### config.mk
export PLATFORM = sky130hd
export DESIGN_NAME = peripheral_noc_router_output_arbiter_flat
export DESIGN_NICKNAME = d
export VERILOG_FILES = /design/src/rtl/peripheral_noc_router_output_arbiter_if.sv /design/src/rtl/peripheral_noc_router_output_arbiter.sv /design/src/flat_wrapper.sv
export SDC_FILE = /design/constraint.sdc
export NUM_CORES = 1
export LEC_CHECK = 0
export BUFFER_PORTS_ARGS = -buffer_cell sky130_fd_sc_hd__buf_2
export CORE_MARGIN = 1
export CORE_UTILIZATION = 48
export CTS_CLUSTER_DIAMETER = 120
export DETAILED_ROUTE_END_ITERATION = 10
export GPL_ROUTABILITY_DRIVEN = 0
export PLACE_DENSITY = 0.85
export REMOVE_ABC_BUFFERS = 1
export SYNTH_ARGS = -nofsm -noshare
export SYNTH_HDL_FRONTEND = slang
export SYNTH_SLANG_ARGS = --single-unit
export TNS_END_PERCENT = 10
### constraint.sdc
create_clock -name clk -period 4.65 [get_ports clk]
set_input_delay 0.2325 -clock clk [delete_from_list [all_inputs] [get_ports clk]]
set_output_delay 0.2325 -clock clk [all_outputs]
set_load 0.02 [all_outputs]
### src/rtl/peripheral_noc_router_output_arbiter_if.sv
// Handshake bundle for the NoC output arbiter.
// in_*: per-input flit streams (slave side); out_*: merged output link.
interface peripheral_noc_router_output_arbiter_if #(
  parameter int FLIT_WIDTH = 32,
  parameter int INPUTS     = 2
);
  logic [INPUTS*FLIT_WIDTH-1:0] in_flit;
  logic [INPUTS-1:0]            in_last;
  logic [INPUTS-1:0]            in_valid;
  logic [INPUTS-1:0]            in_ready;
  logic [FLIT_WIDTH-1:0]        out_flit;
  logic                         out_last;
  logic                         out_valid;
  logic                         out_ready;

  modport slave (
    input  in_flit, in_last, in_valid, out_ready,
    output in_ready, out_flit, out_last, out_valid
  );

  modport master (
    output in_flit, in_last, in_valid, out_ready,
    input  in_ready, out_flit, out_last, out_valid
  );
endinterface

### src/rtl/peripheral_noc_router_output_arbiter.sv
// NoC router output stage: round-robin worm arbiter with one output register.
// Ports: clk, rst (sync, active-high), bus (slave modport of the _if bundle).
module peripheral_noc_router_output_arbiter #(
  parameter int FLIT_WIDTH = 32,
  parameter int INPUTS     = 2
) (
  input logic clk,
  input logic rst,
  peripheral_noc_router_output_arbiter_if.slave bus
);
  localparam int IW = (INPUTS > 1) ? $clog2(INPUTS) : 1;

  typedef enum logic {UNLOCKED, LOCKED} state_e;

  state_e                state_q, state_d;
  logic [IW-1:0]         grant_q, grant_d;
  logic [IW-1:0]         prio_q, prio_d;
  logic [FLIT_WIDTH-1:0] flit_q, flit_d;
  logic                  last_q, last_d;
  logic                  valid_q, valid_d;

  logic [IW-1:0]         sel;
  logic [IW-1:0]         cand;
  logic [FLIT_WIDTH-1:0] sel_flit;
  logic                  sel_last;
  logic                  sel_valid;
  logic                  req;
  logic                  slot_free;
  logic                  accept;

  // Selection: locked worms keep their grant; otherwise the first
  // valid input at or after prio (wrapping) wins.
  always_comb begin
    int idx;
    idx       = 0;
    cand      = '0;
    slot_free = !valid_q || bus.out_ready;
    sel       = grant_q;
    req       = (state_q == LOCKED);
    if (state_q == UNLOCKED) begin
      for (int k = 0; k < INPUTS; k++) begin
        idx  = (int'(prio_q) + k) % INPUTS;
        cand = IW'(idx);
        if (!req && bus.in_valid[cand]) begin
          req = 1'b1;
          sel = cand;
        end
      end
    end
    sel_flit  = '0;
    sel_last  = 1'b0;
    sel_valid = 1'b0;
    for (int i = 0; i < INPUTS; i++) begin
      if (sel == IW'(i)) begin
        sel_flit  = bus.in_flit[i*FLIT_WIDTH +: FLIT_WIDTH];
        sel_last  = bus.in_last[i];
        sel_valid = bus.in_valid[i];
      end
    end
    // Locked grant may see ready without valid; that just stalls.
    for (int i = 0; i < INPUTS; i++) begin
      bus.in_ready[i] = req && slot_free && (sel == IW'(i));
    end
    accept = req && slot_free && sel_valid;
  end

  always_comb begin
    state_d = state_q;
    grant_d = grant_q;
    prio_d  = prio_q;
    flit_d  = flit_q;
    last_d  = last_q;
    valid_d = valid_q;
    if (accept) begin
      flit_d  = sel_flit;
      last_d  = sel_last;
      valid_d = 1'b1;
      if (state_q == UNLOCKED) begin
        prio_d = (sel == IW'(INPUTS-1)) ? '0 : sel + 1'b1;
        if (!sel_last) begin
          state_d = LOCKED;
          grant_d = sel;
        end
      end else if (sel_last) begin
        state_d = UNLOCKED;
      end
    end else if (bus.out_ready) begin
      valid_d = 1'b0;
    end
  end

  always_ff @(posedge clk) begin
    if (rst) begin
      state_q <= UNLOCKED;
      grant_q <= '0;
      prio_q  <= '0;
      flit_q  <= '0;
      last_q  <= 1'b0;
      valid_q <= 1'b0;
    end else begin
      state_q <= state_d;
      grant_q <= grant_d;
      prio_q  <= prio_d;
      flit_q  <= flit_d;
      last_q  <= last_d;
      valid_q <= valid_d;
    end
  end

  assign bus.out_flit  = flit_q;
  assign bus.out_last  = last_q;
  assign bus.out_valid = valid_q;
endmodule

### src/flat_wrapper.sv
// flat-port wrapper written by rule: the top's interface ports become plain ports
module peripheral_noc_router_output_arbiter_flat 
#(
  parameter int FLIT_WIDTH = 32,
  parameter int INPUTS     = 2
)
  (clk, rst, bus_in_flit, bus_in_last, bus_in_valid, bus_out_ready, bus_in_ready, bus_out_flit, bus_out_last, bus_out_valid);
  peripheral_noc_router_output_arbiter_if #(.FLIT_WIDTH(FLIT_WIDTH), .INPUTS(INPUTS)) bus_i ();
  input logic clk;
  input logic rst;
  input wire logic [$bits(bus_i.in_flit)-1:0] bus_in_flit;
  input wire logic [$bits(bus_i.in_last)-1:0] bus_in_last;
  input wire logic [$bits(bus_i.in_valid)-1:0] bus_in_valid;
  input wire logic [$bits(bus_i.out_ready)-1:0] bus_out_ready;
  output wire logic [$bits(bus_i.in_ready)-1:0] bus_in_ready;
  output wire logic [$bits(bus_i.out_flit)-1:0] bus_out_flit;
  output wire logic [$bits(bus_i.out_last)-1:0] bus_out_last;
  output wire logic [$bits(bus_i.out_valid)-1:0] bus_out_valid;
  assign bus_i.in_flit = bus_in_flit;
  assign bus_i.in_last = bus_in_last;
  assign bus_i.in_valid = bus_in_valid;
  assign bus_i.out_ready = bus_out_ready;
  assign bus_in_ready = bus_i.in_ready;
  assign bus_out_flit = bus_i.out_flit;
  assign bus_out_last = bus_i.out_last;
  assign bus_out_valid = bus_i.out_valid;
  peripheral_noc_router_output_arbiter #(.FLIT_WIDTH(FLIT_WIDTH), .INPUTS(INPUTS)) u_core (.clk(clk), .rst(rst), .bus(bus_i));
endmodule
=== Word level (Yosys, flattened, before mapping) ===
Cells that the tools add are included.

* Register bits: 37
* Input bits: 71
* Output and inout port bits: 36
* Word-level logic and storage cells: 44

* Add/subtract/negate cells: 2
* Magnitude comparators: 2
* Mux-type cells: 18
* Bitwise logic cells: 3
* Reduce and logical (&&, ||, !) cells: 13

{| class="wikitable"
|+ Operators with widths
! cell !! count
|-
| $mux W32 || 1
|-
| $mux W1 || 17
|-
| $logic_and A1 B1 Y1 || 6
|-
| $lt A1 B2 Y1 const B || 2
|-
| $logic_not A1 Y1 || 3
|-
| $not A1 Y1 || 3
|-
| $reduce_and A3 Y1 || 1
|-
| $add A1 B1 Y1 const B || 2
|-
| $reduce_and A2 Y1 || 1
|-
| $reduce_bool A2 Y1 || 1
|-
| $logic_or A1 B1 Y1 || 1
|}

=== Logic depth before layout (Yosys ltp) ===
* Depth in word-level cells: 12
* Depth in mapped cells: 6

=== Least setup slack after synthesis ===
No wires, ideal clock.

* Path type: reg-to-reg
* Start point: register u_core.valid_q, in the netlist u_core.bus.out_valid
* End point: register u_core.flit_q[0], in the netlist u_core.bus.out_flit[0]
* Library setup time: 0.103 ns
* Arrival: 1.580 ns
* Data required time: 4.547 ns
* Slack: 2.967 ns
* Cell stages (with the launch flop): 7
* Buffers on the path: 2
* Period minus slack after synthesis: 1.683 ns
* Path through: dfxtp_1 nand2b_1 clkbuf_1 nand2_1 mux2_4 buf_6 a2111oi_2

* Word-level cells in the longest chain between the ends: 4

{| class="wikitable"
|+ RTL lines
! item !! line !! RTL
|-
| from (decl) || peripheral_noc_router_output_arbiter.sv:20 || <nowiki>logic valid_q, valid_d;</nowiki>
|-
| from (signal assigned) || peripheral_noc_router_output_arbiter.sv:106 || <nowiki>valid_q <= valid_d;</nowiki>
|-
| $logic_not A1 Y1 || peripheral_noc_router_output_arbiter.sv:37 || <nowiki>slot_free = !valid_q || bus.out_ready;</nowiki>
|-
| $logic_or A1 B1 Y1 || peripheral_noc_router_output_arbiter.sv:37 ||
|-
| $logic_and A1 B1 Y1 (2 in series) || peripheral_noc_router_output_arbiter.sv:64 || <nowiki>accept = req && slot_free && sel_valid;</nowiki>
|-
| to (signal assigned) || peripheral_noc_router_output_arbiter.sv:104 || <nowiki>flit_q <= flit_d;</nowiki>
|-
| to (decl) || peripheral_noc_router_output_arbiter.sv:18 || <nowiki>logic [FLIT_WIDTH-1:0] flit_q, flit_d;</nowiki>
|}

No other way between the ends.
A chain may end at the register's enable or synchronous reset.

=== Worst setup path in the final report ===
* Start point: register u_core.state_q
* End point: register u_core.flit_q[13], in the netlist u_core.bus.out_flit[13]

* Word-level cells in the longest chain between the ends: 10

{| class="wikitable"
|+ RTL lines
! item !! line !! RTL
|-
| from (decl) || peripheral_noc_router_output_arbiter.sv:15 || <nowiki>state_e state_q, state_d;</nowiki>
|-
| from (signal assigned) || peripheral_noc_router_output_arbiter.sv:101 || <nowiki>state_q <= state_d;</nowiki>
|-
| $logic_not A1 Y1 || peripheral_noc_router_output_arbiter.sv:44 || <nowiki>if (!req && bus.in_valid[cand]) begin</nowiki>
|-
| $logic_and A1 B1 Y1 || peripheral_noc_router_output_arbiter.sv:44 ||
|-
| $mux W1 || peripheral_noc_router_output_arbiter.sv:44 ||
|-
| $mux W1 || peripheral_noc_router_output_arbiter.sv:40 || <nowiki>if (state_q == UNLOCKED) begin</nowiki>
|-
| $logic_not A1 Y1 || peripheral_noc_router_output_arbiter.sv:44 ||
|-
| $logic_and A1 B1 Y1 || peripheral_noc_router_output_arbiter.sv:44 ||
|-
| $mux W1 || peripheral_noc_router_output_arbiter.sv:44 ||
|-
| $mux W1 || peripheral_noc_router_output_arbiter.sv:40 ||
|-
| $mux W1 or $logic_and A1 B1 Y1 (tied branches) || peripheral_noc_router_output_arbiter.sv:54, peripheral_noc_router_output_arbiter.sv:64 ||
|-
| $logic_and A1 B1 Y1 || peripheral_noc_router_output_arbiter.sv:64 ||
|}

Several ways; a longest one is shown, not always the timed one. The select of a mux whose other input is x is not followed.

==> out/metrics.csv <==
metric,value,unit
rows,22,
outcome,completed,
synth-seq-cells,37,
worstSetupStartpointType,flip-flop,
post_cts_buffers,0,
numCtsBuffers,5,
drv_cap,0,
end_kind,flip-flop,
synth_cells,218,
ys_seq_area_frac,0.378,
synth.distinct_cells,27,
avgSynthCellArea,8.99,sq um
critical_path_arrival,2.72,ns
vdd_drop_max,0.192,mV
grt_max_degree,39,
required,4.82,ns
antenna_found_initial,0,
insertion_delay,0.28,ns
p_leak,1.09,nW
grt_pass1_wl,8.00,mm
crit_type,flip-flop to flip-flop,
slew_headroom,0.349,
fin_crit_sh,0.549,
antenna_left,0,
final_cell_mix,"106 x buf_2, 65 x nor3_1, 37 x dfxtp_1, 33 x inv_1, 29 x a2111oi_2",
ys_warn_count,0,
cts_sinks,37,
synth.cell_area,1960,sq um
setup_viol,0,
layout_commonest_cell,buf_2,
io_buffers,106,
start_util,0.516,
die_h,65.9,um
overflow,0,
io_pins,107,
track_usage,0.241,
maxSlewViolCount,0,
die_w,65.9,um
drive_above_1_share,0.473,
cts_resized,0,
coreArea,3800,sq um
wire_per_inst,14.2,um
n_antenna_cell,0,
fp.dieArea,4340,sq um
p_per_area,350,nW/um^2
holdBufCountCts,0,
clkSlewWorstSetupHoldPaths,0.07,ns
vias,1999,
finalClockSkew,0.00615,ns
period_minus_slack,2.55,ns
routed_wl,5.12,mm
nNetsFinal,384,
hold_violations,0,
tns,0,ns
htreeDepth,2,
drt-initial-drc-count,140,
rsz0062_at_grt,false,
min_path_type,input port to flip-flop,
p_total,899,uW
clock_tree.root_cell,clkbuf_8,
routed_via_density,5.54,
tightest_slew,0.977,ns
area_delta_synth_final,31.0,%
cts_tree,built,
crit_path_max_fanout,38,
drc_errors,0,
cts.path.max_buffers,2,
drtPass1Iterations,4,
detailed_place_hpwl,3.52,mm
fmax,392,MHz
grt_pass1_vias,1913,
## routing by layer
layer  GRT usage  share of wire  vias up
met3      0.0517          0.063       16
li1            -              -      979
met4       0.141          0.030        0
met2       0.434           0.51       82
met5           0              0        -
met1       0.255           0.40      922
## sequential cells by signal, summed over array words and instances (netlist names)
register              flops
u_core.prio_q             1
u_core.bus.out_last       1
u_core.grant_q            1
u_core.bus.out_valid      1
u_core.state_q            1
u_core.bus.out_flit      32
## Yosys cell counts
cell / count / area [sq um]
o41ai_1: 1 / 8.76
buf_4: 1 / 7.51
a31oi_1: 1 / 6.26
o2bb2ai_1: 1 / 8.76
buf_6: 3 / 33.8
nor4_1: 1 / 6.26
inv_1: 33 / 124
dfxtp_1: 37 / 741
nor2_1: 6 / 22.5
clkbuf_1: 13 / 48.8
a21oi_1: 2 / 10.0
nor2b_1: 3 / 18.8
mux2i_1: 1 / 10.0
nand2b_1: 1 / 6.26
mux2_2: 1 / 11.3
a2111oi_1: 1 / 10.0
a2111oi_2: 29 / 435
nand3_1: 2 / 10.0
nand2_1: 3 / 11.3
buf_2: 4 / 20.0
nor3_1: 65 / 325
a2111oi_0: 3 / 26.3
nand3b_1: 2 / 15.0
o21ai_0: 1 / 5.00
a2bb2oi_2: 1 / 15.0
mux2_4: 1 / 15.0
o31ai_1: 1 / 7.51
## stage by stage
stage / util / hold WS [ns] / std cells / area [sq um] / setup slack, ns
global route: 0.676 / 0.340 / 361 / 2570 / 1.96
CTS: 0.676 / 0.270 / 361 / 2570 / 2.13
floorplan: - / 0.301 / 197 / 1850 / 1.65
finish: 0.676 / 0.283 / 361 / 2570 / 2.10
detailed placement: 0.653 / 0.462 / 354 / 2480 / 2.14
global placement: 0.653 / 0.454 / 354 / 2480 / 2.26
## critical path: stages, from the launching register on
cell and delay (ns):
dfxtp_1 0.47, nor2b_1 0.15, o2bb2ai_4 0.74, mux2_4 0.56
a2111oi_2 0.47
## cells by family after synthesis
logic type,Yosys count,synth area share
AND/OR/NAND/NOR,83,0.212
buffers and inverters,54,0.119
AO/OA/AOI/OAI,41,0.272
flip-flops,37,0.378
multiplexers,3,0.0185
## power breakdown
part	total [mW]	internal (mW)	switching (mW)
logic	0.296	0.113	0.184
registers	0.378	0.357	0.0208
clock network	0.224	0.118	0.107
## path summary, 6_finish.rpt
check | from | endpoint | slack (ns) | cells after the start
worst max-delay path | u_core.state_q | u_core.bus.out_flit[13] | 2.10 | 4
worst min-delay path | bus_in_last[0] | u_core.grant_q | 0.28 | 3
worst max register to register | u_core.state_q | u_core.bus.out_flit[13] | 2.10 | 4
worst min register to register | u_core.bus.out_flit[20] | u_core.bus.out_flit[20] | 0.47 | 2
## final cells by class
| cell class | instances | area, sq um |
|---|---|---|
| inverters | 33 | 124 |
| multi-input cells | 127 | 1000 |
| well taps | 48 | 60.1 |
| flip-flops and latches | 37 | 741 |
| clock buffers | 7 | 86.3 |
| fillers | 314 | 1230 |
| repair buffers | 109 | 553 |
No activity file was read; power rests on OpenSTA's default activity.
